--- src/rtl/ws2812_driver.sv ---
// rtl/ws2812_driver.sv - WS2812B NRZ serialiser for frames of 24-bit GRB pixel words
module ws2812_driver #(
    parameter int TOTAL_LEDS   = 1024,
    parameter int BIT_CYCLES   = 125,
    parameter int T0H_CYCLES   = 40,
    parameter int T1H_CYCLES   = 80,
    parameter int RESET_CYCLES = 30000
) (
    input  logic        clk,
    input  logic        rst,
    input  logic        enable,
    input  logic [23:0] grb_data,
    output logic        led_busy,
    output logic        led_busy_buffer,
    output logic        dout,
    output logic        frame_done
);

    // One counter serves both the bit timer (0..BIT_CYCLES-1) and the latch timer (0..RESET_CYCLES)
    localparam int CNT_MAX = (BIT_CYCLES - 1 > RESET_CYCLES) ? BIT_CYCLES - 1 : RESET_CYCLES;
    localparam int CNT_W   = $clog2(CNT_MAX + 1);
    localparam int PIX_W   = (TOTAL_LEDS > 1) ? $clog2(TOTAL_LEDS) : 1;

    localparam logic [CNT_W-1:0] BIT_LAST  = CNT_W'(BIT_CYCLES - 1);
    localparam logic [CNT_W-1:0] T0H_C     = CNT_W'(T0H_CYCLES);
    localparam logic [CNT_W-1:0] T1H_C     = CNT_W'(T1H_CYCLES);
    localparam logic [CNT_W-1:0] LATCH_END = CNT_W'(RESET_CYCLES);
    localparam logic [PIX_W-1:0] PIX_LAST  = PIX_W'(TOTAL_LEDS - 1);

    typedef enum logic [1:0] {
        S_IDLE,
        S_LOAD,
        S_SEND,
        S_LATCH
    } state_t;

    state_t           state_q;
    logic [23:0]      shift_q;
    logic [4:0]       bit_idx_q;
    logic [CNT_W-1:0] cycle_cnt_q;
    logic [PIX_W-1:0] pixel_cnt_q;
    logic             dout_q;
    logic             led_busy_q;
    logic             led_busy_buffer_q;
    logic             frame_done_q;

    // Frame sequencer: outputs are registered from the current state, so they trail it by one cycle.
    // The latch phase spends RESET_CYCLES low cycles plus one final cycle that raises frame_done.
    always_ff @(posedge clk or negedge rst) begin
        if (!rst) begin
            state_q           <= S_IDLE;
            shift_q           <= '0;
            bit_idx_q         <= '0;
            cycle_cnt_q       <= '0;
            pixel_cnt_q       <= '0;
            dout_q            <= 1'b0;
            led_busy_q        <= 1'b0;
            led_busy_buffer_q <= 1'b0;
            frame_done_q      <= 1'b0;
        end else begin
            dout_q            <= 1'b0;
            led_busy_q        <= 1'b0;
            frame_done_q      <= 1'b0;
            led_busy_buffer_q <= led_busy_q;
            case (state_q)
                S_IDLE: begin
                    if (enable) begin
                        state_q <= S_LOAD;
                    end
                end
                S_LOAD: begin
                    shift_q     <= grb_data;
                    bit_idx_q   <= '0;
                    cycle_cnt_q <= '0;
                    state_q     <= S_SEND;
                end
                S_SEND: begin
                    led_busy_q <= 1'b1;
                    dout_q     <= (cycle_cnt_q < (shift_q[23] ? T1H_C : T0H_C));
                    if (cycle_cnt_q == BIT_LAST) begin
                        cycle_cnt_q <= '0;
                        shift_q     <= {shift_q[22:0], 1'b0};
                        if (bit_idx_q == 5'd23) begin
                            bit_idx_q <= '0;
                            if (pixel_cnt_q < PIX_LAST) begin
                                pixel_cnt_q <= pixel_cnt_q + PIX_W'(1);
                                state_q     <= S_LOAD;
                            end else begin
                                pixel_cnt_q <= '0;
                                state_q     <= S_LATCH;
                            end
                        end else begin
                            bit_idx_q <= bit_idx_q + 5'd1;
                        end
                    end else begin
                        cycle_cnt_q <= cycle_cnt_q + CNT_W'(1);
                    end
                end
                S_LATCH: begin
                    if (cycle_cnt_q == LATCH_END) begin
                        frame_done_q <= 1'b1;
                        cycle_cnt_q  <= '0;
                        state_q      <= S_IDLE;
                    end else begin
                        cycle_cnt_q <= cycle_cnt_q + CNT_W'(1);
                    end
                end
                default: state_q <= S_IDLE;
            endcase
        end
    end

    assign dout            = dout_q;
    assign led_busy        = led_busy_q;
    assign led_busy_buffer = led_busy_buffer_q;
    assign frame_done      = frame_done_q;

endmodule

--- config.mk ---
export PLATFORM = sky130hd
export DESIGN_NAME = ws2812_driver
export DESIGN_NICKNAME = d
export VERILOG_FILES = /design/src/rtl/ws2812_driver.sv
export SDC_FILE = /design/constraint.sdc
export NUM_CORES = 1
export LEC_CHECK = 0
export ABC_CLOCK_PERIOD_IN_PS = 5650
export BUFFER_PORTS_ARGS = -buffer_cell sky130_fd_sc_hd__buf_2
export CAP_MARGIN = 10
export CELL_PAD_IN_SITES_DETAIL_PLACEMENT = 0
export CELL_PAD_IN_SITES_GLOBAL_PLACEMENT = 1
export CORE_MARGIN = 5
export CORE_UTILIZATION = 25
export CTS_BUF_LIST = sky130_fd_sc_hd__clkbuf_8 sky130_fd_sc_hd__clkbuf_16
export CTS_CLUSTER_SIZE = 8
export DETAILED_ROUTE_END_ITERATION = 12
export PLACE_DENSITY = 0.5
export SLEW_MARGIN = 10
export SYNTH_ARGS = -nofsm -noshare
export SYNTH_HDL_FRONTEND = slang
export SYNTH_SLANG_ARGS = --single-unit
export TNS_END_PERCENT = 10
--- constraint.sdc ---
create_clock -name clk -period 5.65 [get_ports clk]
set_input_delay 0.565 -clock clk [delete_from_list [all_inputs] [get_ports clk]]
set_output_delay 0.565 -clock clk [all_outputs]
set_load 0.05 [all_outputs]
==> results of run 1 <==
[per-stage QoR]
stage	area (um2)	total power, mW	utilization	std cells
floorplan	3160	0.884	-	326
CTS	3710	1.49	0.297	526
finish	3710	1.46	0.297	526
global placement	3440	0.980	0.275	510
detailed placement	3440	0.985	0.275	510
global route	3710	1.56	0.297	526
[worst register-to-register path, stage by stage, from the launching register on]
cell     delay (ns)
dfrtp_1        0.47
or4_1          0.72
nor4_4         0.56
nand2_1        0.36
or2_1          0.33
o31ai_1        0.24
[logic make-up after synthesis]
| group | share of synthesized area |
|---|---|
| AO/OA/AOI/OAI | 0.135 |
| buffers and inverters | 0.0432 |
| multiplexers | 0.0764 |
| AND/OR/NAND/NOR | 0.221 |
| XOR/XNOR | 0.0222 |
| flip-flops | 0.475 |
| adder cells (fa/ha/maj) | 0.0277 |
[metal layers]
layer	GRT usage	vias up	share of wire
li1	-	1234	-
met5	0	-	0
met2	0.173	47	0.48
met1	0.130	1166	0.46
met4	0.0420	0	0.016
met3	0.0309	11	0.044
[Yosys cell counts (all sizes together) (3+ instances only)]
| library cell | n | area (um2) |
|---|---|---|
| dfrtp | 60 | 1500 |
| nand2 | 46 | 175 |
| o21ai | 40 | 200 |
| mux2i | 23 | 230 |
| nand3 | 16 | 80.1 |
| nor2 | 12 | 52.6 |
| clkbuf | 11 | 41.3 |
| buf | 10 | 65.1 |
| nand4 | 10 | 62.6 |
| inv | 8 | 30.0 |
| a21oi | 7 | 35.0 |
| and3 | 7 | 43.8 |
| ha | 7 | 87.6 |
| xnor2 | 6 | 52.6 |
| nor4 | 5 | 61.3 |
| o22ai | 5 | 31.3 |
| o31ai | 5 | 37.5 |
| or4 | 5 | 41.3 |
| or3 | 4 | 25.0 |
| a21o | 3 | 22.5 |
| a32o | 3 | 30.0 |
| nor2b | 3 | 18.8 |
| nor3 | 3 | 15.0 |
| nor3b | 3 | 22.5 |
[area by class of cell]
class / count / area [um2]
inverter: 8 / 30.0
multi-input combinational: 237 / 1530
clock buffer: 9 / 225
sequential: 60 / 1500
timing repair buffer: 33 / 173
tap: 172 / 215
fill: 1374 / 8800
clock inverter: 7 / 45.0
[flip-flops by register name, indices dropped and copies added (netlist names)]
| register | cells |
|---|---|
| dout | 1 |
| led_busy_buffer | 1 |
| led_busy | 1 |
| shift_q | 24 |
| pixel_cnt_q | 10 |
| bit_idx_q | 5 |
| frame_done | 1 |
| cycle_cnt_q | 15 |
| state_q | 2 |
[report_power, final]
part,switching [mW],leakage [nW],internal (mW)
Combinational,0.179,0.807,0.156
Clock,0.196,0.129,0.293
Sequential,0.106,0.758,0.527
Total,0.480,1.69,0.977
[worst min-delay path by stage]
stage,start,end,slack [ns],depth (start not counted)
6_report,led_busy$_DFF_PN0_,led_busy_buffer$_DFF_PN0_,0.38,0
5_1_grt,led_busy$_DFF_PN0_,led_busy_buffer$_DFF_PN0_,0.39,0
3_3_place_gp,led_busy$_DFF_PN0_,led_busy_buffer$_DFF_PN0_,0.36,0
4_1_cts,led_busy$_DFF_PN0_,led_busy_buffer$_DFF_PN0_,0.38,0
3_5_place_dp,led_busy$_DFF_PN0_,led_busy_buffer$_DFF_PN0_,0.37,0
2_1_floorplan,rst,bit_idx_q[0]$_DFFE_PN0P_,0.27,0
==> flow_summary.toml, run 1 <==
[outcome]
outcome = "completed"

[clocking]
holdBufCountCts = 0
htreeDepth = 3
cts_buffer_depth = 2
cts_tree = "built"
cts_sinks = 60
clkLatencyLatePin_ns = 0.33
clk_pin_slew_worst_paths_ns = 0.05
numCtsBuffers = 9
cts_resized = 0
cts_setup_buffers = 0
clock-root-buffer = "clkbuf_16"

[routing]
wl_per_cell_um = 13.8
drt_iter0_markers = 93
drt-vias-per-instance = 4.67
route.detailed.drc = 0
ant_nets = 0
routed_wl_um = 7280
num_vias = 2458
first_pass_iters = 4

[place]
numPortBuffers = 30
gp_congestion = 0.748
dpl.hpwl_um = 4890
preCtsSetupSlack_ns = 2.84

[synthesis]
syn-cell-area_um2 = 3160
synth_seq_cells = 60
yosysSeqAreaShare = 0.475
yosys_warnings = 0
async_reset_ff_frac = 1.00
synth_cells = 326
synth_cell_types = 47
synth_ff_type = "dfrtp_1"
avgSynthCellArea_um2 = 9.69
synth-edff-count = 0
synth_fp_nets = 360

[sta]
final.min_clock_period_ns = 2.77
slew_viol_final = 0
hold_violations = 0
worst_slew_pin_slew_ns = 1.08
tns_ns = 0
maxSlewHeadroom = 0.274
skew_ns = 0.00501
min_period_over_period = 0.491
rsz0062_at_grt = "no"
finalSetupViolCount = 0
hold_slack_ns = 0.377
timing.final.ws_setup_ns = 2.88
max_freq_mhz = 361

[flow_run]
cap_violations = 0

[global_routing]
overflow = 0
grt_max_degree = 61
grt_pass1_wl_um = 12500
antenna_found_initial = 0
grt_pass1_vias = 2500
grt_usage = 0.106

[finish]
nets = 383
final_layout_size_suffix_gt1_frac = 0.158
final_cell_mix = "dfrtp_1, nand2_1, o21ai_0, buf_2, mux2i_1"
diodes = 0
layout_commonest_cell = "dfrtp_1"
syn_to_final_growth_pct = 17.5

[critical_path]
rrSetupSlack_ns = 2.88
timing.critical_path.from_type = "flip-flop"
critPathLaunch = "cycle_cnt_q[7]$_DFFE_PN0N_"
path_max_fanout = 11
r2r-end = "pixel_cnt_q[3]$_DFFE_PN0P_"
r2r_start = "cycle_cnt_q[7]$_DFFE_PN0N_"
end_kind = "flip-flop"
critPathKind = "reg2reg"
endpoint = "pixel_cnt_q[3]$_DFFE_PN0P_"
slowest_delay_ns = 0.72
worstPathCellList = "or4_1 -> nor4_4 -> nand2_1 -> or2_1 -> o31ai_1"
cp_num_buf_inv = 0
path_delay_family = "simple AND/OR/NAND/NOR gates"
cp.depth = 5
arrival_ns = 3.00
rr_worst_depth = 5
crit_slowest_cell = "or4_1"
required_ns = 5.88

[worst_hold_path]
hold_class = "reg2reg"

[floorplan]
die_x_um = 122
initial_core_util = 0.252
dieArea_um2 = 15000
die_y_um = 122
ios = 31
fp-row-count = 41
core-area_um2 = 12500

[power]
leakage_nw = 1.69
ir_drop_uv = 161
power_per_cell_area_nw_per_um2 = 392
(Power assumes the default switching activity.)
==> inputs of run 2 (changes only) <==
--- a/config.mk
+++ b/config.mk
@@ -5,7 +5,8 @@
 export SDC_FILE = /design/constraint.sdc
 export NUM_CORES = 1
 export LEC_CHECK = 0
-export ABC_CLOCK_PERIOD_IN_PS = 5650
+export ABC_AREA = 1
+export ABC_CLOCK_PERIOD_IN_PS = 2600
 export BUFFER_PORTS_ARGS = -buffer_cell sky130_fd_sc_hd__buf_2
 export CAP_MARGIN = 10
 export CELL_PAD_IN_SITES_DETAIL_PLACEMENT = 0
@@ -15,7 +16,7 @@
 export CTS_BUF_LIST = sky130_fd_sc_hd__clkbuf_8 sky130_fd_sc_hd__clkbuf_16
 export CTS_CLUSTER_SIZE = 8
 export DETAILED_ROUTE_END_ITERATION = 12
-export PLACE_DENSITY = 0.5
+export PLACE_DENSITY = 0.52
 export SLEW_MARGIN = 10
 export SYNTH_ARGS = -nofsm -noshare
 export SYNTH_HDL_FRONTEND = slang
==> constraint.sdc (replaced) <==
create_clock -name clk -period 2.6 [get_ports clk]
set_input_delay 0.26 -clock clk [delete_from_list [all_inputs] [get_ports clk]]
set_output_delay 0.26 -clock clk [all_outputs]
set_load 0.05 [all_outputs]
==> flow_summary.toml, run 2 <==
[synthesis]
syn-cell-area_um2 = 3430
yosysSeqAreaShare = 0.437
synth_xor_area_frac = 0.0357
synth_cell_types = 31
synthTopCellsByArea = "dfrtp_1, nand2_1, o21ai_0"
yosysMostFrequentCell = "nand2_1"
synth_compound_area_frac = 0.120
async_reset_ff_frac = 1.00
synth-edff-count = 0
yosys.area.top_type_share = 0.437
avgSynthCellArea_um2 = 7.58
synthMuxAreaShare = 0
synth_seq_cells = 60
synth_cells = 453
synthAdderAreaFrac = 0.0255
yosys_warnings = 0
synth_top_family_by_area = "simple AND/OR/NAND/NOR gates"
synth_ff_type = "dfrtp_1"
synthTopCellsByCount = "nand2_1, dfrtp_1, inv_1, o21ai_0, nor2_1"
yosys.area_share.simple = 0.286
synth_fp_nets = 487
yosys.area.top_type = "dfrtp_1"

[sta]
hold_slack_ns = 0.147
max_freq_mhz = 514
min_period_over_period = 0.748
rsz0062_at_grt = "no"
tns_ns = 0
finalSetupViolCount = 0
maxSlewHeadroom = 0.645
final.min_clock_period_ns = 1.94
skew_ns = 0.00458
hold_violations = 0
slew_viol_final = 0
timing.final.ws_setup_ns = 0.655
worst_slew_pin_slew_ns = 0.533

[floorplan]
die_x_um = 127
dieArea_um2 = 16200
core-area_um2 = 13300
initial_core_util = 0.257
ios = 31
die_y_um = 127
fp-row-count = 42

[critical_path]
required_ns = 2.82
r2r_start = "cycle_cnt_q[0]$_DFFE_PN0N_"
rr_worst_depth = 9
path_max_fanout = 51
critPathKind = "reg2reg"
rrSetupSlack_ns = 0.66
r2r-end = "bit_idx_q[0]$_DFFE_PN0P_"
end_kind = "flip-flop"
arrival_ns = 2.16
timing.critical_path.from_type = "flip-flop"

[finish]
layout_commonest_cell = "nand2_1"
stdcell_area_um2 = 4070
largest_reg_flops = 24
syn_to_final_growth_pct = 18.4
nets = 519
finalNonFillerCells = 665
nFillCells = 1484
regMostFlops = "shift_q"
final_layout_size_suffix_gt1_frac = 0.155
final_cell_mix = "nand2_1, dfrtp_1, inv_1, o21ai_0, nor2_1"
diodes = 0
final_core_util = 0.305
reg_top3 = "shift_q x24, cycle_cnt_q x15, pixel_cnt_q x10"

[place]
dpl.hpwl_um = 5880
dpl_cell_area_um2 = 3730
numPortBuffers = 30
place_inst = 649
preCtsSetupSlack_ns = 0.636
gp_congestion = 0.784

[clocking]
clk_pin_slew_worst_paths_ns = 0.05
cts_sinks = 60
cts_tree = "built"
numCtsBuffers = 9
htreeDepth = 3
holdBufCountCts = 1
cts_resized = 0
clkLatencyLatePin_ns = 0.34
clock-root-buffer = "clkbuf_16"
cts_setup_buffers = 0
cts_buffer_depth = 2

[routing]
drt-vias-per-instance = 4.35
routed_wl_um = 8160
wl_per_cell_um = 12.3
drt_iter0_markers = 96
route.detailed.drc = 0
num_vias = 2894
ant_nets = 0
first_pass_iters = 6

[global_routing]
grt.met2_usage = 0.158
grt-busiest-layer = "met2"
overflow = 0
grt_pass1_wl_um = 14200
met1_usage = 0.155
grt_pass1_vias = 2833
grt_usage = 0.110
grt_max_degree = 52
met3_usage = 0.0255
antenna_found_initial = 0

[power]
net-switching-power_uw = 492
clock_power_share = 0.560
p_int_mw = 1.87
ir_drop_uv = 208
p_comb_frac = 0.034
power.share.sequential = 0.406
power_per_cell_area_nw_per_um2 = 581
leakage_nw = 1.85
swShare = 0.208
p_total_mw = 2.36

[worst_hold_path]
hold_class = "in2reg"
min_path_cells = 3
worstHoldStart = "grb_data[0]"
holdPathEnd = "shift_q[0]$_DFFE_PN0P_"

[flow_run]
cap_violations = 0

[outcome]
outcome = "completed"
-- run 2: cell type report --
| type | instances | area, um2 | share of cell area |
|---|---|---|---|
| timing repair buffer | 34 | 183 | 0.0449 |
| sequential | 60 | 1500 | 0.369 |
| clock buffer | 11 | 253 | 0.0622 |
| tap | 176 | 220 | 0.0542 |
| clock inverter | 4 | 72.6 | 0.0179 |
| inverter | 62 | 234 | 0.0576 |
| multi-input combinational | 318 | 1600 | 0.394 |
-- run 2: power by group through the flow --
stage	clock network [mW]	registers, mW	logic (mW)
floorplan	0	0.979	0.0284
global placement	0	0.976	0.0827
detailed placement	0	0.976	0.0828
CTS	1.37	0.960	0.0840
global route	1.40	0.961	0.0964
finish	1.32	0.960	0.0799
-- run 2: logic make-up after synthesis --
family                     after synthesis
AOI/OAI and AO/OA                       75
DFF                                     60
and+or+nand+nor                        222
adders and majority gates                7
xor gates and xnor gates                14
buffers and inverters                   75
-- run 2: metal layers --
layer  routed length, um  vias up
li1                    -     1514
met1                4240     1317
met2                3400       50
met3                 308       13
met4                 211        0
met5                   0        -
-- run 2: worst max path at each step --
stage                            endpoint  depth (start not counted)  slack [ns]                       start
2_1_floorplan  pixel_cnt_q[9]$_DFFE_PN0P_                         10        1.13  cycle_cnt_q[0]$_DFFE_PN0N_
3_3_place_gp     bit_idx_q[0]$_DFFE_PN0P_                          9        0.67  cycle_cnt_q[0]$_DFFE_PN0N_
3_5_place_dp     bit_idx_q[0]$_DFFE_PN0P_                          9        0.64  cycle_cnt_q[0]$_DFFE_PN0N_
4_1_cts          bit_idx_q[0]$_DFFE_PN0P_                          9        0.61  cycle_cnt_q[0]$_DFFE_PN0N_
5_1_grt          bit_idx_q[0]$_DFFE_PN0P_                          9        0.34  cycle_cnt_q[0]$_DFFE_PN0N_
6_report         bit_idx_q[0]$_DFFE_PN0P_                          9        0.66  cycle_cnt_q[0]$_DFFE_PN0N_
-- run 2: worst max-delay path: stages (launching register included) --
cell and delay, ns:
dfrtp_1 0.39, inv_1 0.09, ha_1 0.25, nand4_1 0.13, nor2_1 0.18, nand2_2 0.11, nand2_4 0.36, inv_1 0.16
nand2_1 0.08, o21ai_0 0.07
==> inputs of run 3 (changes only) <==
--- a/config.mk
+++ b/config.mk
@@ -6,7 +6,7 @@
 export NUM_CORES = 1
 export LEC_CHECK = 0
 export ABC_AREA = 1
-export ABC_CLOCK_PERIOD_IN_PS = 2600
+export ABC_CLOCK_PERIOD_IN_PS = 1630
 export BUFFER_PORTS_ARGS = -buffer_cell sky130_fd_sc_hd__buf_2
 export CAP_MARGIN = 10
 export CELL_PAD_IN_SITES_DETAIL_PLACEMENT = 0
@@ -16,7 +16,7 @@
 export CTS_BUF_LIST = sky130_fd_sc_hd__clkbuf_8 sky130_fd_sc_hd__clkbuf_16
 export CTS_CLUSTER_SIZE = 8
 export DETAILED_ROUTE_END_ITERATION = 12
-export PLACE_DENSITY = 0.52
+export PLACE_DENSITY = 0.54
 export SLEW_MARGIN = 10
 export SYNTH_ARGS = -nofsm -noshare
 export SYNTH_HDL_FRONTEND = slang
==> constraint.sdc (replaced) <==
create_clock -name clk -period 1.63 [get_ports clk]
set_input_delay 0.163 -clock clk [delete_from_list [all_inputs] [get_ports clk]]
set_output_delay 0.163 -clock clk [all_outputs]
set_load 0.05 [all_outputs]
==> flow_summary.toml, run 3 (synthesis results as in run 2) <==
[routing]
ant_nets = 0
route.detailed.drc = 0
drt-vias-per-instance = 4.29
drt_iter0_markers = 81
wl_per_cell_um = 12.4
num_vias = 3065
routed_wl_um = 8870
first_pass_iters = 5

[finish]
largest_reg_flops = 24
nets = 568
diodes = 0
regMostFlops = "shift_q"
nFillCells = 1474
final_cell_mix = "nand2_1, dfrtp_1, inv_1, buf_4, o21ai_0"
layout_commonest_cell = "nand2_1"
syn_to_final_growth_pct = 34.3
reg_top3 = "shift_q x24, cycle_cnt_q x15, pixel_cnt_q x10"
final_layout_size_suffix_gt1_frac = 0.269

[floorplan]
ios = 31
dieArea_um2 = 16200
die_x_um = 127
fp-row-count = 42
die_y_um = 127
core-area_um2 = 13300
initial_core_util = 0.257

[global_routing]
grt_pass1_vias = 3063
grt_max_degree = 61
antenna_found_initial = 0
grt_usage = 0.113
grt_pass1_wl_um = 14700
overflow = 0

[sta]
rsz0062_at_grt = "yes"
finalSetupViolCount = 0
hold_violations = 0
final.min_clock_period_ns = 1.55
worst_slew_pin_slew_ns = 0.349
max_freq_mhz = 647
skew_ns = 0.00458
min_period_over_period = 0.948
hold_slack_ns = 0.0368
maxSlewHeadroom = 0.765
slew_viol_final = 0

[place]
gp_congestion = 0.786
numPortBuffers = 30
dpl.hpwl_um = 6060

[power]
ir_drop_uv = 351
p_total_mw = 3.41
power_per_cell_area_nw_per_um2 = 739
leakage_nw = 2.15

[critical_path]
timing.critical_path.from_type = "flip-flop"
critPathKind = "reg2reg"
end_kind = "flip-flop"
rr_worst_depth = 9
rrSetupSlack_ns = 0.08
r2r-end = "shift_q[4]$_DFFE_PN0P_"
arrival_ns = 1.80
required_ns = 1.88
path_max_fanout = 6
r2r_start = "cycle_cnt_q[11]$_DFFE_PN0N_"

[clocking]
numCtsBuffers = 9
cts_sinks = 60
clk_pin_slew_worst_paths_ns = 0.05
cts_buffer_depth = 2
clkLatencyLatePin_ns = 0.33
clock-root-buffer = "clkbuf_16"
htreeDepth = 3
cts_tree = "built"

[worst_hold_path]
holdPathEnd = "shift_q[0]$_DFFE_PN0P_"
worstHoldStart = "grb_data[0]"
hold_class = "in2reg"
min_path_cells = 3

[flow_run]
cap_violations = 0

[outcome]
outcome = "completed"
run 3: cell count changes in the layout (fill, tap and decap cells not counted), sizes merged:
cell      change
buf          +44
bufinv        -2
clkbuf        +3
clkinv        +1
clkinvlp      +1
inv           +2
nand2         +1
run 3: per-stage QoR:
step                 util  TNS (ns)  worst slack (ns)  instances  instance area (um2)
floorplan               -         0             0.164        453                 3430
global placement    0.308   -0.0309           -0.0260        689                 4110
detailed placement  0.308    -0.222           -0.0311        689                 4110
CTS                 0.329         0            0.0287        706                 4400
global route        0.346    -0.576           -0.0395        715                 4610
finish              0.346         0            0.0840        715                 4610
run 3: worst max path at each step:
stage                                            from                          end  slack [ns]  cells after the start
after floorplan            cycle_cnt_q[0]$_DFFE_PN0N_   pixel_cnt_q[9]$_DFFE_PN0P_        0.16                     10
after global placement     cycle_cnt_q[0]$_DFFE_PN0N_  cycle_cnt_q[11]$_DFFE_PN0N_       -0.03                     10
after detailed placement   cycle_cnt_q[0]$_DFFE_PN0N_   cycle_cnt_q[8]$_DFFE_PN0N_       -0.03                     10
after CTS                  cycle_cnt_q[0]$_DFFE_PN0N_     bit_idx_q[2]$_DFFE_PN0P_        0.03                      9
after global routing       cycle_cnt_q[1]$_DFFE_PN0N_      shift_q[21]$_DFFE_PN0P_       -0.04                      9
final                     cycle_cnt_q[11]$_DFFE_PN0N_       shift_q[4]$_DFFE_PN0P_        0.08                      9
run 3: layout make-up:
cell class | count | area (um2) | share of cell area
multi-input cells | 319 | 1690 | 0.366
flip-flops and latches | 60 | 1500 | 0.326
repair buffers | 82 | 696 | 0.151
clock buffers | 10 | 239 | 0.0518
inverters | 62 | 234 | 0.0507
well taps | 176 | 220 | 0.0477
clock inverters | 6 | 32.5 | 0.00705
run 3: power breakdown:
group / leakage (nW) / internal, mW / switching (mW)
Clock: 0.137 / 1.05 / 0.690
Combinational: 1.26 / 0.0557 / 0.0808
Sequential: 0.754 / 1.52 / 0.00830
Total: 2.15 / 2.63 / 0.779
run 3: metal layers:
| metal | vias to the layer above | GRT usage | routed length [um] |
|---|---|---|---|
| met5 | - | 0 | 0 |
| met4 | 0 | 0.0549 | 189 |
| met3 | 13 | 0.0288 | 365 |
| met2 | 43 | 0.172 | 3970 |
| met1 | 1395 | 0.151 | 4340 |
| li1 | 1614 | - | - |
run 3: worst max-delay path: stages, from the launching register on:
cell	delay, ns
dfrtp_1	0.41
buf_4	0.15
nor2_1	0.12
nand3_2	0.12
nor2_4	0.14
nand2_4	0.11
nand2_8	0.13
clkbuf_16	0.16
nand2_1	0.05
o21ai_1	0.08
run 3: repair_timing:
| action | 4_1_cts | 5_1_grt |
|---|---|---|
| hold endpoints to repair | 60 | 0 |
| cloned | 0 | 7 |
| gates resized for setup | 3 | 33 |
| hold buffers | 1 | 0 |
| setup endpoints to repair | 30 | 45 |
| buffers inserted | 0 | 2 |
| pin swaps | 0 | 6 |
